$ cat src/rtl/tb_ctrl_pkg.sv
// tb_ctrl_pkg: command type shared by the input conditioner and the tail-light sequencer pair.
package tb_ctrl_pkg;
  localparam int DEB_CYCLES_DEF = 4;
  localparam int TICK_DIV_DEF = 8;
  typedef struct packed {
    logic left;
    logic right;
    logic brake;
    logic fog;
    logic alarm;
  } tb_cmd_t;
  // Both stalks high is treated as a conflict and blanks both turn commands.
  function automatic tb_cmd_t make_cmd(input logic l, input logic r, input logic b, input logic f, input logic a);
    return tb_cmd_t'{left: l & ~r, right: r & ~l, brake: b, fog: f, alarm: a};
  endfunction
endpackage

$ cat src/rtl/debounce_sync.sv
// debounce_sync: 2-flop synchroniser followed by a DEB_CYCLES-sample debouncer.
module debounce_sync import tb_ctrl_pkg::*; #(
  parameter int DEB_CYCLES = DEB_CYCLES_DEF
) (
  input  logic clk,
  input  logic reset,
  input  logic raw,
  output logic db
);
  localparam int CW = $clog2(DEB_CYCLES);
  localparam logic [CW-1:0] LAST = CW'(DEB_CYCLES - 1);
  logic s1_q, s2_q, db_q, db_d;
  logic [CW-1:0] cnt_q, cnt_d;
  always_comb begin
    db_d = (s2_q != db_q && cnt_q == LAST) ? s2_q : db_q;
    cnt_d = (s2_q == db_q || cnt_q == LAST) ? '0 : cnt_q + CW'(1);
  end
  always_ff @(posedge clk) begin
    if (reset) begin
      s1_q <= 1'b0;
      s2_q <= 1'b0;
      db_q <= 1'b0;
      cnt_q <= '0;
    end else begin
      s1_q <= raw;
      s2_q <= s1_q;
      db_q <= db_d;
      cnt_q <= cnt_d;
    end
  end
  assign db = db_q;
endmodule

$ cat config.mk
export PLATFORM = sky130hd
export DESIGN_NAME = debounce_sync
export DESIGN_NICKNAME = d
export VERILOG_FILES = /design/src/rtl/tb_ctrl_pkg.sv /design/src/rtl/debounce_sync.sv
export SDC_FILE = /design/constraint.sdc
export NUM_CORES = 1
export LEC_CHECK = 0
export CORE_AREA = 2 2 39 41
export CTS_BUF_LIST = sky130_fd_sc_hd__clkbuf_4 sky130_fd_sc_hd__clkbuf_8 sky130_fd_sc_hd__clkbuf_16
export DETAILED_ROUTE_END_ITERATION = 7
export DIE_AREA = 0 0 41 43
export GPL_TIMING_DRIVEN = 1
export PLACE_DENSITY = 0.41
export SKIP_LAST_GASP = 1
export SYNTH_ARGS = -nofsm -noshare
export SYNTH_HDL_FRONTEND = slang
export SYNTH_SLANG_ARGS = --single-unit
$ cat constraint.sdc
create_clock -name clk -period 1.6 [get_ports clk]
set_clock_uncertainty 0.1 [all_clocks]
set_input_delay 0.24 -clock clk [delete_from_list [all_inputs] [get_ports clk]]
set_output_delay 0.24 -clock clk [all_outputs]
set_load 0.02 [all_outputs]
Word level (Yosys, flattened, before mapping)
Cells that the tools add are included.
W data, S select, Z words.
{"block": "word_totals", "ff_bits": 5, "in_bits": 3, "out_inout_bits": 1}
{"block": "op_classes", "add_sub_neg": 1, "eq_ne": 3, "reduce_logical": 3}
{"cell": "$add A2 B1 Y2 const B", "n": 1}
{"cell": "$eq A2 B2 Y1 const B", "n": 1}
{"cell": "$reduce_or A2 Y1", "n": 1}
{"cell": "$eq A1 B1 Y1", "n": 1}
{"cell": "$logic_and A1 B1 Y1", "n": 1}
{"cell": "$logic_or A1 B1 Y1", "n": 1}
{"cell": "$ne A1 B1 Y1", "n": 1}

Depth between registers and ports, before layout
{"block": "depth", "word_depth": 3, "mapped_depth": 3, "depth_no_buf": 3}

Least setup slack after synthesis
Ideal clock, no wire load.
{"block": "synth_path", "path_type": "reg2reg", "start": "register db_q, in the netlist db", "end": "register cnt_q[1]", "setup_time_ns": 0.087, "t_arrival_ns": 0.771, "required_time_ns": 1.413, "path_slack_ns": 0.642, "stages_incl_launch_ff": 3, "path_buffers": 0, "path_cell_list": "dfxtp_1 > xnor2_1 > nor4b_2"}
{"block": "synth_via", "elab_chain_cells": 3}
{"element": "start: declaration", "line": "debounce_sync.sv:12", "source": "logic s1_q, s2_q, db_q, db_d;"}
{"element": "start signal: assignment", "line": "debounce_sync.sv:22", "source": "db_q <= 1'b0;"}
{"element": "start signal: assignment", "line": "debounce_sync.sv:27", "source": "db_q <= db_d;"}
{"element": "$eq A1 B1 Y1", "line": "debounce_sync.sv:16", "source": "cnt_d = (s2_q == db_q || cnt_q == LAST) ? '0 : cnt_q + CW'(1);"}
{"element": "$logic_or A1 B1 Y1", "line": "debounce_sync.sv:16"}
{"element": "$reduce_or A2 Y1 (no source line)"}
{"element": "end signal: assignment", "line": "debounce_sync.sv:28", "source": "cnt_q <= cnt_d;"}
{"element": "end: declaration", "line": "debounce_sync.sv:13", "source": "logic [CW-1:0] cnt_q, cnt_d;"}
No other way between the ends.
A chain may end at the register's enable or synchronous reset.

Worst setup path after layout
{"block": "layout_path", "start": "register db_q, in the netlist db", "end": "output port db"}
{"element": "end: declaration", "line": "debounce_sync.sv:8", "source": "output logic db"}
No word-level cell between the ends.

==> qor.yml <==
status:
  status: "finished clean"
grt:
  grt_pass1_vias: 136
  grt_max_degree: 6
  overflow: 0
  grt_pass1_wl_um: 503
  grt.total_usage: 0.0553
  antenna_found_initial: 0
floorplanning:
  placementRows: 14
  floorplan.initialDensity: 0.122
  die_y_um: 43
  io_pins: 4
  dieArea_um2: 1760
  coreArea_um2: 1380
  die-width_um: 41
sta:
  worst_pin_slew_ps: 218
  period_share: 0.739
  drv_slew: 0
  fin_crit_ps: 1180
  setup_viol: 0
  fin_setup_tns_ps: 0
  final_hold_viol_count: 0
  relSlewSlack: 0.854
  rsz0062_at_grt: "no"
  hold_ws_ps: 331
  max_freq_ghz: 0.846
synthesis:
  seq_area_frac_synth: 0.593
  synth_top_family_by_area: "simple AND/OR/NAND/NOR gates"
  synth-simple-area-share: 0.222
  synthesis.nets: 17
  ys_ff_latch: 5
  synth_compound_area_frac: 0
  synth_xor_xnor_area_share: 0.0519
  syn-cell-area_um2: 169
  netlist_instances: 13
  synth.distinct_cells: 8
  ys_warn_count: 0
  synth_fa_ha_area_frac: 0.0741
  syn_area_per_cell_um2: 13.0
  synthMuxAreaShare: 0.0593
worst_setup_path:
  critPathCaptureType: "output pin"
  worstPathRequired_ps: 1260
  worstPathCellList: "dlymetal6s2s_1"
  path_delay_family: "flip-flops"
  start_kind: "flop"
  crit_arrival_ps: 840
  slowest_delay_ps: 360
  critical_path_class: "flop to output pin"
  worst_path_max_delay_cell: "dfxtp_1"
  crit_path_max_fanout: 3
  path_buf_inv: 1
routing:
  wl_met2_um: 107
  vias: 123
  drc: 0
  drt_first_pass_iters: 1
  wire_per_inst_um: 7.00
  routed_via_density: 3.42
  wl_met1_um: 100
  wl_met3_um: 44
  drtIter0Drc: 0
  antenna_left: 0
  top_layer: "met3"
  wl_um: 252
power_and_ir_drop:
  peakVddDrop_mv: 0.347
  power_density_nw_per_um2: 1190
  total_leakage_power_nw: 0.110
clock_tree:
  cts_num_sinks: 5
  cts_resized: 0
  cts_buffers: 3
  root_buffer: "clkbuf_4"
  hold_buffers: 0
  cts-htree-levels: 1
  clk_pin_slew_worst_paths_ps: 40
  clockBufferDepth: 2
  clock_latency_ps: 240
  cts_setup_buffers: 0
  cts_tree: "built"
layout:
  multiInputGateArea_um2: 68.8
  diodes: 0
  syn_to_final_growth_pct: 48.9
  drive_gt1_frac: 0.250
  nFillCells: 151
  nets: 25
  final_common_cell: "dfxtp_1"
  seq_area_um2: 100
  layout_common_cells: "dfxtp_1, clkbuf_4, nor2b_1, clkdlybuf4s50_1"
place:
  numPortBuffers: 3
  gp_congestion: 0.533
job:
  drv_cap: 0
hold_path:
  worst_hold_path_type: "flop to flop"
==> routing by layer <==
layer,track usage,up-vias
met5,0,-
met4,0.0400,0
met3,0.0942,0
met2,0.0625,8
met1,0.0355,56
li1,-,59
==> stage by stage <==
stage,setup slack (ps),utilization,instance area [um^2],power (W),instances
after floorplan,642,-,169,0.000135,13
after global placement,305,0.158,219,0.000142,32
after detailed placement,283,0.158,219,0.000142,32
after CTS,17.1,0.180,249,0.000310,36
after global routing,359,0.182,251,0.000325,36
final,418,0.182,251,0.000299,36
==> cell families (layout without fill, tap and decap cells) <==
logic type,count (synthesis),in the layout
xor gates and xnor gates,1,1
adders and majority gates,1,1
buffers and inverters,0,7
DFF,5,5
muxes,1,1
and+or+nand+nor,5,5
==> cell type report <==
| cell class | count | area share |
|---|---|---|
| Sequential cell | 5 | 0.398 |
| Clock buffer | 4 | 0.119 |
| Multi-Input combinational cell | 8 | 0.274 |
| Tap cell | 16 | 0.0796 |
| Timing Repair Buffer | 3 | 0.129 |
==> cells in the mapped netlist <==
master | instances | share of area
dfxtp_1 | 5 | 0.59
nor2b_1 | 2 | 0.074
ha_1 | 1 | 0.074
mux2i_1 | 1 | 0.059
nor2_1 | 1 | 0.022
nor4_1 | 1 | 0.037
nor4b_2 | 1 | 0.089
xnor2_1 | 1 | 0.052
==> worst paths after layout <==
path	start	endpoint	slack, ps	depth (start not counted)
worst min-delay path	s1_q	s2_q	330	1
worst max register to register	cnt_q[0]	db	570	3
worst min register to register	s1_q	s2_q	330	1
worst max-delay path	db	db	420	1
==> state kept, by name, indices dropped and copies added (netlist names) <==
name   cells
cnt_q      2
db         1
s1_q       1
s2_q       1
==> power by group <==
part	leakage, nW	switching [W]	internal (W)
clock	0.0184	0.0000480	0.000111
sequential	0.0408	0.00000126	0.000128
combinational	0.0512	0.00000338	0.00000681
No activity file was read; power rests on OpenSTA's default activity.
